==> config.mk <==
export PLATFORM = sky130hd
export DESIGN_NAME = soc_mux_wb_arb_flat
export DESIGN_NICKNAME = d
export VERILOG_FILES = /design/src/rtl/soc_mux_wb_arb_if.sv /design/src/rtl/soc_mux_wb_arb.sv /design/src/flat_wrapper.sv
export SDC_FILE = /design/constraint.sdc
export NUM_CORES = 1
export LEC_CHECK = 0
export ABC_AREA = 1
export BUFFER_PORTS_ARGS = -buffer_cell sky130_fd_sc_hd__buf_2
export CORE_AREA = 8 8 125 127
export CTS_CLUSTER_SIZE = 10
export DETAILED_ROUTE_END_ITERATION = 10
export DIE_AREA = 0 0 133 135
export GPL_ROUTABILITY_DRIVEN = 0
export PLACE_DENSITY_LB_ADDON = 0.15
export SLEW_MARGIN = 30
export SYNTH_ARGS = -nofsm -noshare
export SYNTH_HDL_FRONTEND = slang
export SYNTH_SLANG_ARGS = --single-unit
==> constraint.sdc <==
create_clock -name clk_i -period 1.4 [get_ports clk_i]
set_input_delay 0.07 -clock clk_i [delete_from_list [all_inputs] [get_ports clk_i]]
set_output_delay 0.07 -clock clk_i [all_outputs]
set_load 0.005 [all_outputs]
==> src/rtl/soc_mux_wb_arb_if.sv <==
// Wishbone bundle seen by the N-master to 1-slave multiplexer.
// Master-side vectors are packed per master (master i at slice i).
// The "slave" modport is the multiplexer's view of the bundle.
// The "master" modport is the view of the environment that drives it.
interface soc_mux_wb_arb_if #(
  parameter int MASTERS    = 2,
  parameter int DATA_WIDTH = 32,
  parameter int ADDR_WIDTH = 32
);
  localparam int SEL_WIDTH = DATA_WIDTH / 8;

  // master side
  logic [MASTERS*ADDR_WIDTH-1:0] m_adr_i;
  logic [MASTERS*DATA_WIDTH-1:0] m_dat_i;
  logic [MASTERS-1:0]            m_cyc_i;
  logic [MASTERS-1:0]            m_stb_i;
  logic [MASTERS-1:0]            m_we_i;
  logic [MASTERS*SEL_WIDTH-1:0]  m_sel_i;
  logic [MASTERS*3-1:0]          m_cti_i;
  logic [MASTERS*2-1:0]          m_bte_i;
  logic [MASTERS*DATA_WIDTH-1:0] m_dat_o;
  logic [MASTERS-1:0]            m_ack_o;
  logic [MASTERS-1:0]            m_err_o;
  logic [MASTERS-1:0]            m_rty_o;

  // slave side
  logic [ADDR_WIDTH-1:0]         s_adr_o;
  logic [DATA_WIDTH-1:0]         s_dat_o;
  logic [SEL_WIDTH-1:0]          s_sel_o;
  logic                          s_we_o;
  logic [2:0]                    s_cti_o;
  logic [1:0]                    s_bte_o;
  logic                          s_cyc_o;
  logic                          s_stb_o;
  logic [DATA_WIDTH-1:0]         s_dat_i;
  logic                          s_ack_i;
  logic                          s_err_i;
  logic                          s_rty_i;

  modport slave (
    input  m_adr_i, m_dat_i, m_cyc_i, m_stb_i, m_we_i, m_sel_i, m_cti_i, m_bte_i,
    input  s_dat_i, s_ack_i, s_err_i, s_rty_i,
    output m_dat_o, m_ack_o, m_err_o, m_rty_o,
    output s_adr_o, s_dat_o, s_sel_o, s_we_o, s_cti_o, s_bte_o, s_cyc_o, s_stb_o
  );

  modport master (
    output m_adr_i, m_dat_i, m_cyc_i, m_stb_i, m_we_i, m_sel_i, m_cti_i, m_bte_i,
    output s_dat_i, s_ack_i, s_err_i, s_rty_i,
    input  m_dat_o, m_ack_o, m_err_o, m_rty_o,
    input  s_adr_o, s_dat_o, s_sel_o, s_we_o, s_cti_o, s_bte_o, s_cyc_o, s_stb_o
  );
endinterface

==> src/rtl/soc_mux_wb_arb.sv <==
// Registered N-master to 1-slave Wishbone multiplexer.
// Arbitration: round-robin (ARB_MODE=0) or fixed priority, lowest index first (ARB_MODE=1).
// bus_hold freezes the bus once no master owns it.
// Optional response watchdog, enabled by defining SOC_MUX_WB_TIMEOUT_EN.
module soc_mux_wb_arb #(
  parameter int MASTERS    = 2,
  parameter int DATA_WIDTH = 32,
  parameter int ADDR_WIDTH = 32,
  parameter int ARB_MODE   = 0,
  parameter int TIMEOUT    = 255
) (
  input  logic               clk_i,
  input  logic               rst_ni,
  soc_mux_wb_arb_if.slave    bus,
  input  logic               bus_hold,
  output logic               bus_hold_ack,
  output logic [MASTERS-1:0] grant_o
);
  localparam int SEL_WIDTH = DATA_WIDTH / 8;
  localparam int OWN_W     = (MASTERS > 1) ? $clog2(MASTERS) : 1;

  typedef enum logic [1:0] {IDLE, OWN, HELD} state_t;

  state_t             state_reg, state_next;
  logic [OWN_W-1:0]   owner_reg, owner_next;
  logic [OWN_W-1:0]   rr_reg, rr_next;      // first index searched in round-robin mode
  logic [OWN_W-1:0]   winner;
  logic               found;
  logic               sel_cyc;              // owner is still running its cycle
  logic               fire;                 // watchdog timeout this cycle
  logic [MASTERS-1:0] owner_hot;

  // Pick the arbitration winner among requesting masters.
  always_comb begin
    int idx;
    winner = '0;
    found  = 1'b0;
    for (int k = 0; k < MASTERS; k++) begin
      if (ARB_MODE == 0) begin
        idx = int'(rr_reg) + k;
        if (idx >= MASTERS) idx = idx - MASTERS;
      end else begin
        idx = k;
      end
      if (!found && bus.m_cyc_i[idx]) begin
        found  = 1'b1;
        winner = OWN_W'(idx);
      end
    end
  end

  // Next state: hold beats requests in IDLE; the owner's cyc drop costs one IDLE cycle.
  always_comb begin
    state_next = state_reg;
    owner_next = owner_reg;
    rr_next    = rr_reg;
    case (state_reg)
      IDLE: begin
        if (bus_hold) begin
          state_next = HELD;
        end else if (found) begin
          state_next = OWN;
          owner_next = winner;
          rr_next    = (int'(winner) == MASTERS - 1) ? '0 : winner + 1'b1;
        end
      end
      OWN:     if (!bus.m_cyc_i[owner_reg]) state_next = IDLE;
      HELD:    if (!bus_hold) state_next = IDLE;
      default: state_next = IDLE;
    endcase
  end

  // State, owner and round-robin pointer registers.
  always_ff @(posedge clk_i or negedge rst_ni) begin
    if (!rst_ni) begin
      state_reg <= IDLE;
      owner_reg <= '0;
      rr_reg    <= '0;
    end else begin
      state_reg <= state_next;
      owner_reg <= owner_next;
      rr_reg    <= rr_next;
    end
  end

  assign sel_cyc      = (state_reg == OWN) && bus.m_cyc_i[owner_reg];
  assign bus_hold_ack = (state_reg == HELD);

`ifdef SOC_MUX_WB_TIMEOUT_EN
  logic [15:0] wd_reg, wd_next;

  assign fire = sel_cyc && (wd_reg == 16'(TIMEOUT));

  // Count stalled strobe cycles; any response, low stb or a timeout restarts the count.
  always_comb begin
    wd_next = '0;
    if (sel_cyc && !fire && bus.m_stb_i[owner_reg] &&
        !(bus.s_ack_i || bus.s_err_i || bus.s_rty_i))
      wd_next = wd_reg + 16'd1;
  end

  // Watchdog counter register.
  always_ff @(posedge clk_i or negedge rst_ni) begin
    if (!rst_ni) wd_reg <= '0;
    else         wd_reg <= wd_next;
  end
`else
  logic unused_timeout;
  assign fire           = 1'b0;
  assign unused_timeout = ^(16'(TIMEOUT));
`endif

  // Route the owner's request onto the slave bus; everything is 0 when nobody drives it.
  always_comb begin
    bus.s_cyc_o = 1'b0;
    bus.s_stb_o = 1'b0;
    bus.s_we_o  = 1'b0;
    bus.s_adr_o = '0;
    bus.s_dat_o = '0;
    bus.s_sel_o = '0;
    bus.s_cti_o = '0;
    bus.s_bte_o = '0;
    if (sel_cyc) begin
      bus.s_cyc_o = 1'b1;
      bus.s_stb_o = bus.m_stb_i[owner_reg] & ~fire;
      bus.s_we_o  = bus.m_we_i[owner_reg];
      bus.s_adr_o = bus.m_adr_i[int'(owner_reg)*ADDR_WIDTH +: ADDR_WIDTH];
      bus.s_dat_o = bus.m_dat_i[int'(owner_reg)*DATA_WIDTH +: DATA_WIDTH];
      bus.s_sel_o = bus.m_sel_i[int'(owner_reg)*SEL_WIDTH +: SEL_WIDTH];
      bus.s_cti_o = bus.m_cti_i[int'(owner_reg)*3 +: 3];
      bus.s_bte_o = bus.m_bte_i[int'(owner_reg)*2 +: 2];
    end
  end

  // Responses go to the active owner only; read data is broadcast.
  for (genvar gi = 0; gi < MASTERS; gi++) begin : g_master
    assign owner_hot[gi]   = (owner_reg == OWN_W'(gi));
    assign grant_o[gi]     = (state_reg == OWN) && owner_hot[gi];
    assign bus.m_ack_o[gi] = sel_cyc && owner_hot[gi] && bus.s_ack_i;
    assign bus.m_err_o[gi] = sel_cyc && owner_hot[gi] && (bus.s_err_i || fire);
    assign bus.m_rty_o[gi] = sel_cyc && owner_hot[gi] && bus.s_rty_i;
    assign bus.m_dat_o[gi*DATA_WIDTH +: DATA_WIDTH] = rst_ni ? bus.s_dat_i : '0;
  end
endmodule
==> src/flat_wrapper.sv <==
// flat-port wrapper written by rule: the top's interface ports become plain ports
module soc_mux_wb_arb_flat 
#(
  parameter int MASTERS    = 2,
  parameter int DATA_WIDTH = 32,
  parameter int ADDR_WIDTH = 32,
  parameter int ARB_MODE   = 0,
  parameter int TIMEOUT    = 255
)
  (clk_i, rst_ni, bus_hold, bus_hold_ack, grant_o, bus_m_adr_i, bus_m_dat_i, bus_m_cyc_i, bus_m_stb_i, bus_m_we_i, bus_m_sel_i, bus_m_cti_i, bus_m_bte_i, bus_s_dat_i, bus_s_ack_i, bus_s_err_i, bus_s_rty_i, bus_m_dat_o, bus_m_ack_o, bus_m_err_o, bus_m_rty_o, bus_s_adr_o, bus_s_dat_o, bus_s_sel_o, bus_s_we_o, bus_s_cti_o, bus_s_bte_o, bus_s_cyc_o, bus_s_stb_o);
  soc_mux_wb_arb_if #(.MASTERS(MASTERS), .DATA_WIDTH(DATA_WIDTH), .ADDR_WIDTH(ADDR_WIDTH)) bus_i ();
  input  logic clk_i;
  input  logic rst_ni;
  input  logic bus_hold;
  output logic bus_hold_ack;
  output logic [MASTERS-1:0] grant_o;
  input wire logic [$bits(bus_i.m_adr_i)-1:0] bus_m_adr_i;
  input wire logic [$bits(bus_i.m_dat_i)-1:0] bus_m_dat_i;
  input wire logic [$bits(bus_i.m_cyc_i)-1:0] bus_m_cyc_i;
  input wire logic [$bits(bus_i.m_stb_i)-1:0] bus_m_stb_i;
  input wire logic [$bits(bus_i.m_we_i)-1:0] bus_m_we_i;
  input wire logic [$bits(bus_i.m_sel_i)-1:0] bus_m_sel_i;
  input wire logic [$bits(bus_i.m_cti_i)-1:0] bus_m_cti_i;
  input wire logic [$bits(bus_i.m_bte_i)-1:0] bus_m_bte_i;
  input wire logic [$bits(bus_i.s_dat_i)-1:0] bus_s_dat_i;
  input wire logic [$bits(bus_i.s_ack_i)-1:0] bus_s_ack_i;
  input wire logic [$bits(bus_i.s_err_i)-1:0] bus_s_err_i;
  input wire logic [$bits(bus_i.s_rty_i)-1:0] bus_s_rty_i;
  output wire logic [$bits(bus_i.m_dat_o)-1:0] bus_m_dat_o;
  output wire logic [$bits(bus_i.m_ack_o)-1:0] bus_m_ack_o;
  output wire logic [$bits(bus_i.m_err_o)-1:0] bus_m_err_o;
  output wire logic [$bits(bus_i.m_rty_o)-1:0] bus_m_rty_o;
  output wire logic [$bits(bus_i.s_adr_o)-1:0] bus_s_adr_o;
  output wire logic [$bits(bus_i.s_dat_o)-1:0] bus_s_dat_o;
  output wire logic [$bits(bus_i.s_sel_o)-1:0] bus_s_sel_o;
  output wire logic [$bits(bus_i.s_we_o)-1:0] bus_s_we_o;
  output wire logic [$bits(bus_i.s_cti_o)-1:0] bus_s_cti_o;
  output wire logic [$bits(bus_i.s_bte_o)-1:0] bus_s_bte_o;
  output wire logic [$bits(bus_i.s_cyc_o)-1:0] bus_s_cyc_o;
  output wire logic [$bits(bus_i.s_stb_o)-1:0] bus_s_stb_o;
  assign bus_i.m_adr_i = bus_m_adr_i;
  assign bus_i.m_dat_i = bus_m_dat_i;
  assign bus_i.m_cyc_i = bus_m_cyc_i;
  assign bus_i.m_stb_i = bus_m_stb_i;
  assign bus_i.m_we_i = bus_m_we_i;
  assign bus_i.m_sel_i = bus_m_sel_i;
  assign bus_i.m_cti_i = bus_m_cti_i;
  assign bus_i.m_bte_i = bus_m_bte_i;
  assign bus_i.s_dat_i = bus_s_dat_i;
  assign bus_i.s_ack_i = bus_s_ack_i;
  assign bus_i.s_err_i = bus_s_err_i;
  assign bus_i.s_rty_i = bus_s_rty_i;
  assign bus_m_dat_o = bus_i.m_dat_o;
  assign bus_m_ack_o = bus_i.m_ack_o;
  assign bus_m_err_o = bus_i.m_err_o;
  assign bus_m_rty_o = bus_i.m_rty_o;
  assign bus_s_adr_o = bus_i.s_adr_o;
  assign bus_s_dat_o = bus_i.s_dat_o;
  assign bus_s_sel_o = bus_i.s_sel_o;
  assign bus_s_we_o = bus_i.s_we_o;
  assign bus_s_cti_o = bus_i.s_cti_o;
  assign bus_s_bte_o = bus_i.s_bte_o;
  assign bus_s_cyc_o = bus_i.s_cyc_o;
  assign bus_s_stb_o = bus_i.s_stb_o;
  soc_mux_wb_arb #(.MASTERS(MASTERS), .DATA_WIDTH(DATA_WIDTH), .ADDR_WIDTH(ADDR_WIDTH), .ARB_MODE(ARB_MODE), .TIMEOUT(TIMEOUT)) u_core (.clk_i(clk_i), .rst_ni(rst_ni), .bus(bus_i), .bus_hold(bus_hold), .bus_hold_ack(bus_hold_ack), .grant_o(grant_o));
endmodule
==> results of run 1 <==
## area by class of cell
type	instances	share of cell area
Sequential cell	4	0.0218
Timing Repair Buffer	368	0.489
Tap cell	180	0.0484
Inverter	43	0.0357
Multi-Input combinational cell	285	0.389
Clock buffer	4	0.0169
## metrics by stage
stage               setup slack (ns)  cell area [um2]  utilization  TNS [ns]  std cells
finish                        -0.136             4660        0.342     -6.54        884
detailed placement            0.0661             3650        0.268         0        857
floorplan                      0.248             2030            -         0        392
CTS                          -0.0906             4260        0.313     -5.37        881
global placement               0.114             3650        0.268         0        857
global route                  -0.188             4660        0.342    -11.23        884
## worst paths after layout
check	from	to	slack (ns)
max reg2reg	u_core.owner_reg	u_core.state_reg[0]	0.06
min	bus_hold	u_core.state_reg[1]	0.08
max in group asynchronous	rst_ni	u_core.owner_reg	1.09
min in group asynchronous	rst_ni	u_core.state_reg[0]	0.19
min reg2reg	flip-flop	flip-flop	0.47
max	u_core.owner_reg	bus_s_adr_o[11]	-0.14
## power groups by stage
| stage | logic, W | registers [W] | clock network (W) |
|---|---|---|---|
| 4_1_cts | 0.00450 | 0.000220 | 0.000467 |
| 2_1_floorplan | 0.00194 | 0.000188 | 0 |
| 5_1_grt | 0.00573 | 0.000240 | 0.000479 |
| 3_3_place_gp | 0.00306 | 0.000222 | 0 |
| 6_report | 0.00527 | 0.000233 | 0.000461 |
| 3_5_place_dp | 0.00309 | 0.000227 | 0 |
## critical path, stage by stage, from the launching register on
cell and delay [ns]:
sky130_fd_sc_hd__dfrtp_2 0.44, sky130_fd_sc_hd__inv_4 0.07, sky130_fd_sc_hd__nand2_4 0.06, sky130_fd_sc_hd__nand3_4 0.11
sky130_fd_sc_hd__buf_12 0.18, sky130_fd_sc_hd__clkbuf_16 0.17, sky130_fd_sc_hd__nor2_2 0.10, sky130_fd_sc_hd__buf_2 0.12
## logic make-up after synthesis
logic type | share of synthesized area
and+or+nand+nor | 0.394
AOI/OAI and AO/OA | 0.281
DFF | 0.0494
buffers and inverters | 0.275
## per-layer routing
metal	part of all wire	global-route usage	wire, um	vias up
li1	-	-	-	1794
met1	0.39	0.151	5580	1655
met4	0.0022	0.00631	31	0
met5	0	0	0	-
met3	0.092	0.0475	1310	4
met2	0.51	0.256	7280	211
## timing repair
action / in CTS / in global routing
resized for setup: 115 / 94
gates cloned: 10 / 4
buffers inserted: 11 / 0
endpoints found under the setup margin: 79 / 82
pin swaps: 25 / 8
## cell usage in the layout (no fill, tap or decap), types with 3 or more instances in the layout
master,synthesis,routed
sky130_fd_sc_hd__inv_1,42,39
sky130_fd_sc_hd__buf_16,0,10
sky130_fd_sc_hd__buf_12,0,4
sky130_fd_sc_hd__a21boi_2,0,27
sky130_fd_sc_hd__nand2_4,0,4
sky130_fd_sc_hd__dfrtp_1,4,3
sky130_fd_sc_hd__a21boi_4,0,7
sky130_fd_sc_hd__buf_4,34,6
sky130_fd_sc_hd__buf_2,11,336
sky130_fd_sc_hd__nor2_2,0,43
sky130_fd_sc_hd__nor2_4,0,15
sky130_fd_sc_hd__clkbuf_16,0,7
sky130_fd_sc_hd__a21boi_0,67,9
sky130_fd_sc_hd__buf_6,4,7
sky130_fd_sc_hd__nand2_1,119,114
sky130_fd_sc_hd__nor2_1,85,27
sky130_fd_sc_hd__a21boi_1,8,32
==> impl.org, run 1 <==
** Detailed routing
- The detail route stage leaves a number of antenna-violating nets equal to 0.
- In the routed design, unresolved DRC markers number 0.
- Summing over every cut layer, the via total after detailed routing is 3664.
- Dividing the detail-routed via count by the number of cells gives 4.14.
- DRC violation total after the first TritonRoute iteration :: 77
- Number of iterations in the first detailed-routing pass :: 4
- WL final :: 14.2 mm
- Dividing the detail-routed wire length by the instance count gives 16.1 um.

** Clocking
- At the later pin of the worst-skew pair, clock insertion delay measures 0.22 ns.
- CTS Root Buffer Type :: sky130_fd_sc_hd__clkbuf_16
- TritonCTS built the clock tree.
- Clock transition at the registers of the reported paths :: 0.03 ns
- Clock tree buffer depth :: 2
- TritonCTS buffer count :: 3
- Cts hold-fix bufs :: 0
- CTS built an H-tree with a depth of 1.
- Clock sinks :: 4

** Synth
- Dominant cells by area after synthesis :: sky130_fd_sc_hd__a21boi_0, sky130_fd_sc_hd__nand2_1, sky130_fd_sc_hd__nor2_1
- Register area share after synthesis :: 0.0494
- Commonest register cell after synthesis :: sky130_fd_sc_hd__dfrtp_1
- Synth Instances :: 392
- Among all cell types in the netlist, the one instantiated most often is sky130_fd_sc_hd__nand2_1.
- Syn Area/Cell :: 5.17 um2
- Yosys warning total :: 0
- After synthesis, the share of flip-flops with an asynchronous set or reset is 1.00.
- After synthesis the cells add up to 0.00203 mm2.
- The number of nets in the synthesized netlist is 582.
- The share of synthesized area in the top cell type comes to 0.248.
- Number of distinct library cells after synthesis :: 15
- Flops & latches, synth :: 4
- Leading post-synthesis cells by instance count :: sky130_fd_sc_hd__nand2_1, sky130_fd_sc_hd__nor2_1, sky130_fd_sc_hd__a21boi_0
- Number of flops mapped to enable cells by yosys :: 0
- Biggest area consumer among synthesized cells :: sky130_fd_sc_hd__a21boi_0

** Setup path
- Cell count of the worst reg-to-reg path :: 7
- Data arrival, critical path :: 1.47 ns
- Data on the critical path is required at its endpoint by 1.33 ns.
- The worst setup path is launched from a flip-flop.
- STA classifies the critical path endpoint as a primary output.
- The critical path is of the reg -> out type.
- In this run the worst path has a maximum fanout of 6.

** GRT
- Entering global routing, the biggest net connects 34 pins.
- Via count of the first global-routing pass :: 3737
- Across every metal layer, demand over resource in global routing totals 0.137.
- Wire length of the first global-routing pass :: 20.2 mm
- Summed over all layers, the global routing overflow is 0.
- Number of antenna violations at the first check in global routing :: 0

** Worst hold path
- The worst hold path was traced through 2 stages.
- Hold/Removal Path Class :: in -> reg

** Floorplan
- Area of the die :: 0.0180 mm2
- 339 I/O pins were placed.
- Initial core utilization :: 0.149
- Rows :: 43
- Measured along the x axis, the die boundary spans 133 um.
- The core region is 0.0136 mm2.
- The floorplan step set the die height to 135 um.

** Pwr
- Static power due to leakage :: 2.91 nW
- The analysis attributes to net switching a power of 0.00283 W.
- Power Dens Cells :: 1280 mW/mm2
- Of the total power, combinational logic draws 0.884.
- The share of total power dissipated in the clock network is 0.077.
- Of the total power, registers draw 0.039.
- Post-layout total power :: 0.00596 W
- Across the VDD grid, the largest voltage drop is 0.000558 V.
- The internal portion of the total power is 0.00313 W.
- Of the total power, the share spent switching nets is 0.475.

** Timing
- For the final database, setup skew stands at 0.00320 ns.
- The final-report max-slew violation count is 0.
- In the finished design, the share of the clock period the worst path needs comes to 1.10.
- After layout, the worst setup slack is -0.136 ns.
- Maximum achievable frequency :: 651 MHz
- For the pin with the worst max-slew slack, the measured transition is 0.529 ns.
- Number of endpoints with negative hold slack in the final report :: 0
- Across all hold checks on the routed design, the worst slack comes to 0.0791 ns.
- Minimum clock period after layout :: 1.54 ns
- Setup violations remaining at the end of the flow were counted as 78.
- In this run the tightest slew margin relative to its limit is 0.648.
- Unrepaired setup endpoints after global routing :: yes

** Cells and area
- Summing all multi-input logic gate instances after layout gives 0.00181 mm2.
- Area taken by flip-flops and latches :: 101 um2
- In the final layout, the share of cells above drive strength 1 is 0.673.
- Fill cell instance count of the final layout :: 1485
- Net total in the final layout :: 895
- The area growth from synthesis to layout is 130%.
- The number of antenna diodes in the final layout is 0.

** Place
- IO Port Bufs :: 338
- Placed wire-length estimate :: 10.3 mm

** Outcome
- Violated checks :: setup timing
- The run finished, with violations left.

** Run
- Total of max-cap violations :: 0
No activity file was read; power rests on OpenSTA's default activity.
==> inputs of run 2 (changes only) <==
clock period = 1.3 ns   (was 1.4 ns; I/O delays follow)
==> impl.org, run 2 (synthesis gave the netlist of run 1 again) <==
** Outcome
- Status :: finished, violations left
- Violated checks :: setup timing

** Setup path
- Among cell families on the critical path, the largest total delay comes from buffers and inverters.
- The most numerous cell type found on the critical path is sky130_fd_sc_hd__buf_12.
- The worst setup path is of the reg -> out kind.
- The critical path data arrival time was 1.46 ns (about the same).
- The largest incremental delay on the critical path came to 0.43 ns (about the same).
- The number of buffer and inverter stages on the critical path is 3 (-1).
- Slowest library cell on the worst path :: sky130_fd_sc_hd__dfrtp_2
- STA classifies the critical path endpoint as a primary output.
- Largest fanout on the critical path :: 8 (+2)
- The worst setup path is launched from a flip-flop.
- The endpoint required time on the critical path is 1.24 ns (-0.09 ns).
- Sequence of cells on the critical path :: nand2_2 > nand3_4 > buf_12 > buf_12 > nor2_1 > buf_2

** GRT
- Number of antenna violations at the first check in global routing :: 0 (unchanged)
- All-layer global routing usage :: 0.135 (-0.00103)
- Wire length of the first global-routing pass :: 19.9 mm (-1.2%)
- Via count of the first global-routing pass :: 3754 (+0.45%)
- The largest net degree at the start of global routing was 49 (+44%).
- Remaining Overflow, GRT :: 0 (unchanged)

** Floorplan
- The die area is 0.0180 mm2 (unchanged).
- Die Span Y :: 135 um (unchanged)
- Core area :: 0.0136 mm2 (unchanged)
- Width of the die :: 133 um (unchanged)
- The top-level I/O count is 339 (unchanged).
- The number of standard-cell rows in the floorplan is 43 (unchanged).
- The effective utilization at floorplan was 0.149 (unchanged).

** Cells and area
- Leaving out fill and tap cells, the most frequent cell in the layout is sky130_fd_sc_hd__buf_2.
- Area of all placed cells without fillers :: 0.00449 mm2 (-3.5%)
- Top library cells by usage in the layout, fill and taps aside :: sky130_fd_sc_hd__buf_2, sky130_fd_sc_hd__nand2_1, sky130_fd_sc_hd__nor2_1
- The final layout net count is 895 (unchanged).
- Number of inserted diodes :: 0 (unchanged)
- The non-filler instance count after layout is 884 (unchanged).
- Compared with the post-synthesis result, the final layout area differs by 122%.
- The fraction of layout instances using a drive strength above 1 is 0.638 (-0.0355).

** Clocking
- The total number of clock tree sinks is 4 (unchanged).
- The maximum count of clock buffers along a single path is 2 (unchanged).
- TritonCTS built the clock tree.
- Clock network latency to the later pin of the worst-skew pair :: 0.23 ns (about the same)
- The number of buffers inserted for hold repair after clock tree synthesis is 0 (unchanged).
- The tree is rooted in a sky130_fd_sc_hd__clkbuf_16.
- CTS HTree Levels :: 1 (unchanged)
- TritonCTS buffer count :: 3 (unchanged)
- Clock transition at the registers of the reported paths :: 0.03 ns (about the same)

** Pwr
- Highest ir drop seen on vdd :: 0.000704 V (+26%)
- Net switching power of the design :: 0.00279 W (-1.5%)
- The static leakage was 2.84 nW (-2.3%).
- The sequential power share came to 0.039 (about the same).
- Combinational share of power :: 0.880 (-0.004)
- The clock network fraction of design power came to 0.082 (+0.005).
- Cell Int Power :: 0.00326 W (+4.3%)
- Switching share of power :: 0.461 (-0.0141)
- The total power per unit cell area came to 1350 mW/mm2 (+5.3%).
- The power after layout came to 0.00605 W (+1.6%).

** Timing
- Final period util :: 1.17
- The measured slew at the worst slew-check pin is 0.513 ns (-0.0158 ns).
- Max-slew violation count :: 0 (unchanged)
- Setup repair after global routing could not meet its margin everywhere.
- The final hold slack is 0.0719 ns (-0.00722 ns).
- Setup slack of the critical path after layout :: -0.223 ns (-0.0865 ns)
- The number of endpoints failing setup at the final stage is 84 (+7.7%).
- The hold violation total from the final report was 0 (unchanged).
- The headroom to the max-slew limit came to 0.658 (+0.0105).
- For this run, the top clock speed supported by timing is 657 MHz.
- The worst clock skew on the final layout came to 0.00379 ns (+0.000598 ns).
- Minimum clock period after layout :: 1.52 ns

** Detailed routing
- The total via count in the routed design was 3617 (-1.3%).
- Number of iterations in the first detailed-routing pass :: 4 (unchanged)
- DRC violations left :: 0 (unchanged)
- The aggregate routed wire length is 13.7 mm (-3.2%).
- The remaining antenna violation count came to 0 (unchanged).
- Avg WL per Cell :: 15.6 um (-3.2%)
- DRC violation total after the first TritonRoute iteration :: 88 (+14%)
- The mean number of vias per cell came to 4.09 (-1.3%).

** Place
- The worst slack at placement is -0.0106 ns (-0.0768 ns).
- Placed instance area :: 0.00370 mm2 (+1.3%)
- Placed wire-length estimate :: 10.3 mm (-0.68%)
- The instance count after placement with tap cells included was 860 (+0.35%).
- The number of input and output port buffers inserted is 338 (unchanged).

** Run
- The number of maximum-capacitance constraint violations is 0 (unchanged).

** Worst hold path
- Hold/Removal Path Class :: in -> reg
-- run 2: worst paths after layout --
| check | startpoint | endpoint | slack (ns) | cells after the start |
|---|---|---|---|---|
| setup / recovery | u_core.owner_reg | bus_s_adr_o[28] | -0.22 | 6 |
| setup reg to reg | u_core.owner_reg | u_core.state_reg[0] | 0.04 | 7 |
| hold reg to reg | flip-flop | flip-flop | 0.47 | 2 |
| hold / removal | bus_hold | u_core.state_reg[1] | 0.07 | 2 |
| max in group asynchronous | rst_ni | u_core.owner_reg | 1.02 | 2 |
| min in group asynchronous | rst_ni | u_core.state_reg[0] | 0.17 | 2 |
-- run 2: worst register-to-register path: cells and delay by family (launching register included) --
family	cells	cell delay, ns
buf+inv	4	0.55
simple gates	3	0.17
flops	1	0.43
-- run 2: what timing repair did --
action / 4_1_cts / 5_1_grt
resized for setup: 87 / 66
endpoints found under the setup margin: 84 / 85
cloned: 10 / 2
pin swaps: 12 / 3
buffers inserted: 8 / 2
endpoints found under the hold margin: 0 / 0
-- run 2: stage by stage --
stage,TNS [ns],util
after floorplan,0,-
after detailed placement,-0.0625,0.272
final,-14.53,0.330
after global routing,-20.51,0.330
after global placement,0,0.272
after CTS,-14.69,0.314
-- run 2: cell type report --
cell class	count	area, um2
Fill cell	1524	9120
Timing Repair Buffer	368	2290
Multi-Input combinational cell	285	1630
Tap cell	180	225
Inverter	43	166
Sequential cell	4	101
Clock buffer	4	78.8
-- run 2: metal layers --
| metal | share of wire | global-route usage | routed length [um] |
|---|---|---|---|
| met2 | 0.51 | 0.254 | 7020 |
| met1 | 0.40 | 0.152 | 5430 |
| met3 | 0.094 | 0.0435 | 1290 |
| met4 | 0 | 0.00505 | 0 |
| met5 | 0 | 0 | 0 |
-- run 2: power groups by stage --
stage | combinational (W) | clock, W | sequential, W
6_report | 0.00533 | 0.000495 | 0.000234
5_1_grt | 0.00582 | 0.000515 | 0.000246
4_1_cts | 0.00491 | 0.000506 | 0.000233
3_5_place_dp | 0.00345 | 0 | 0.000239
3_3_place_gp | 0.00345 | 0 | 0.000238
2_1_floorplan | 0.00209 | 0 | 0.000203
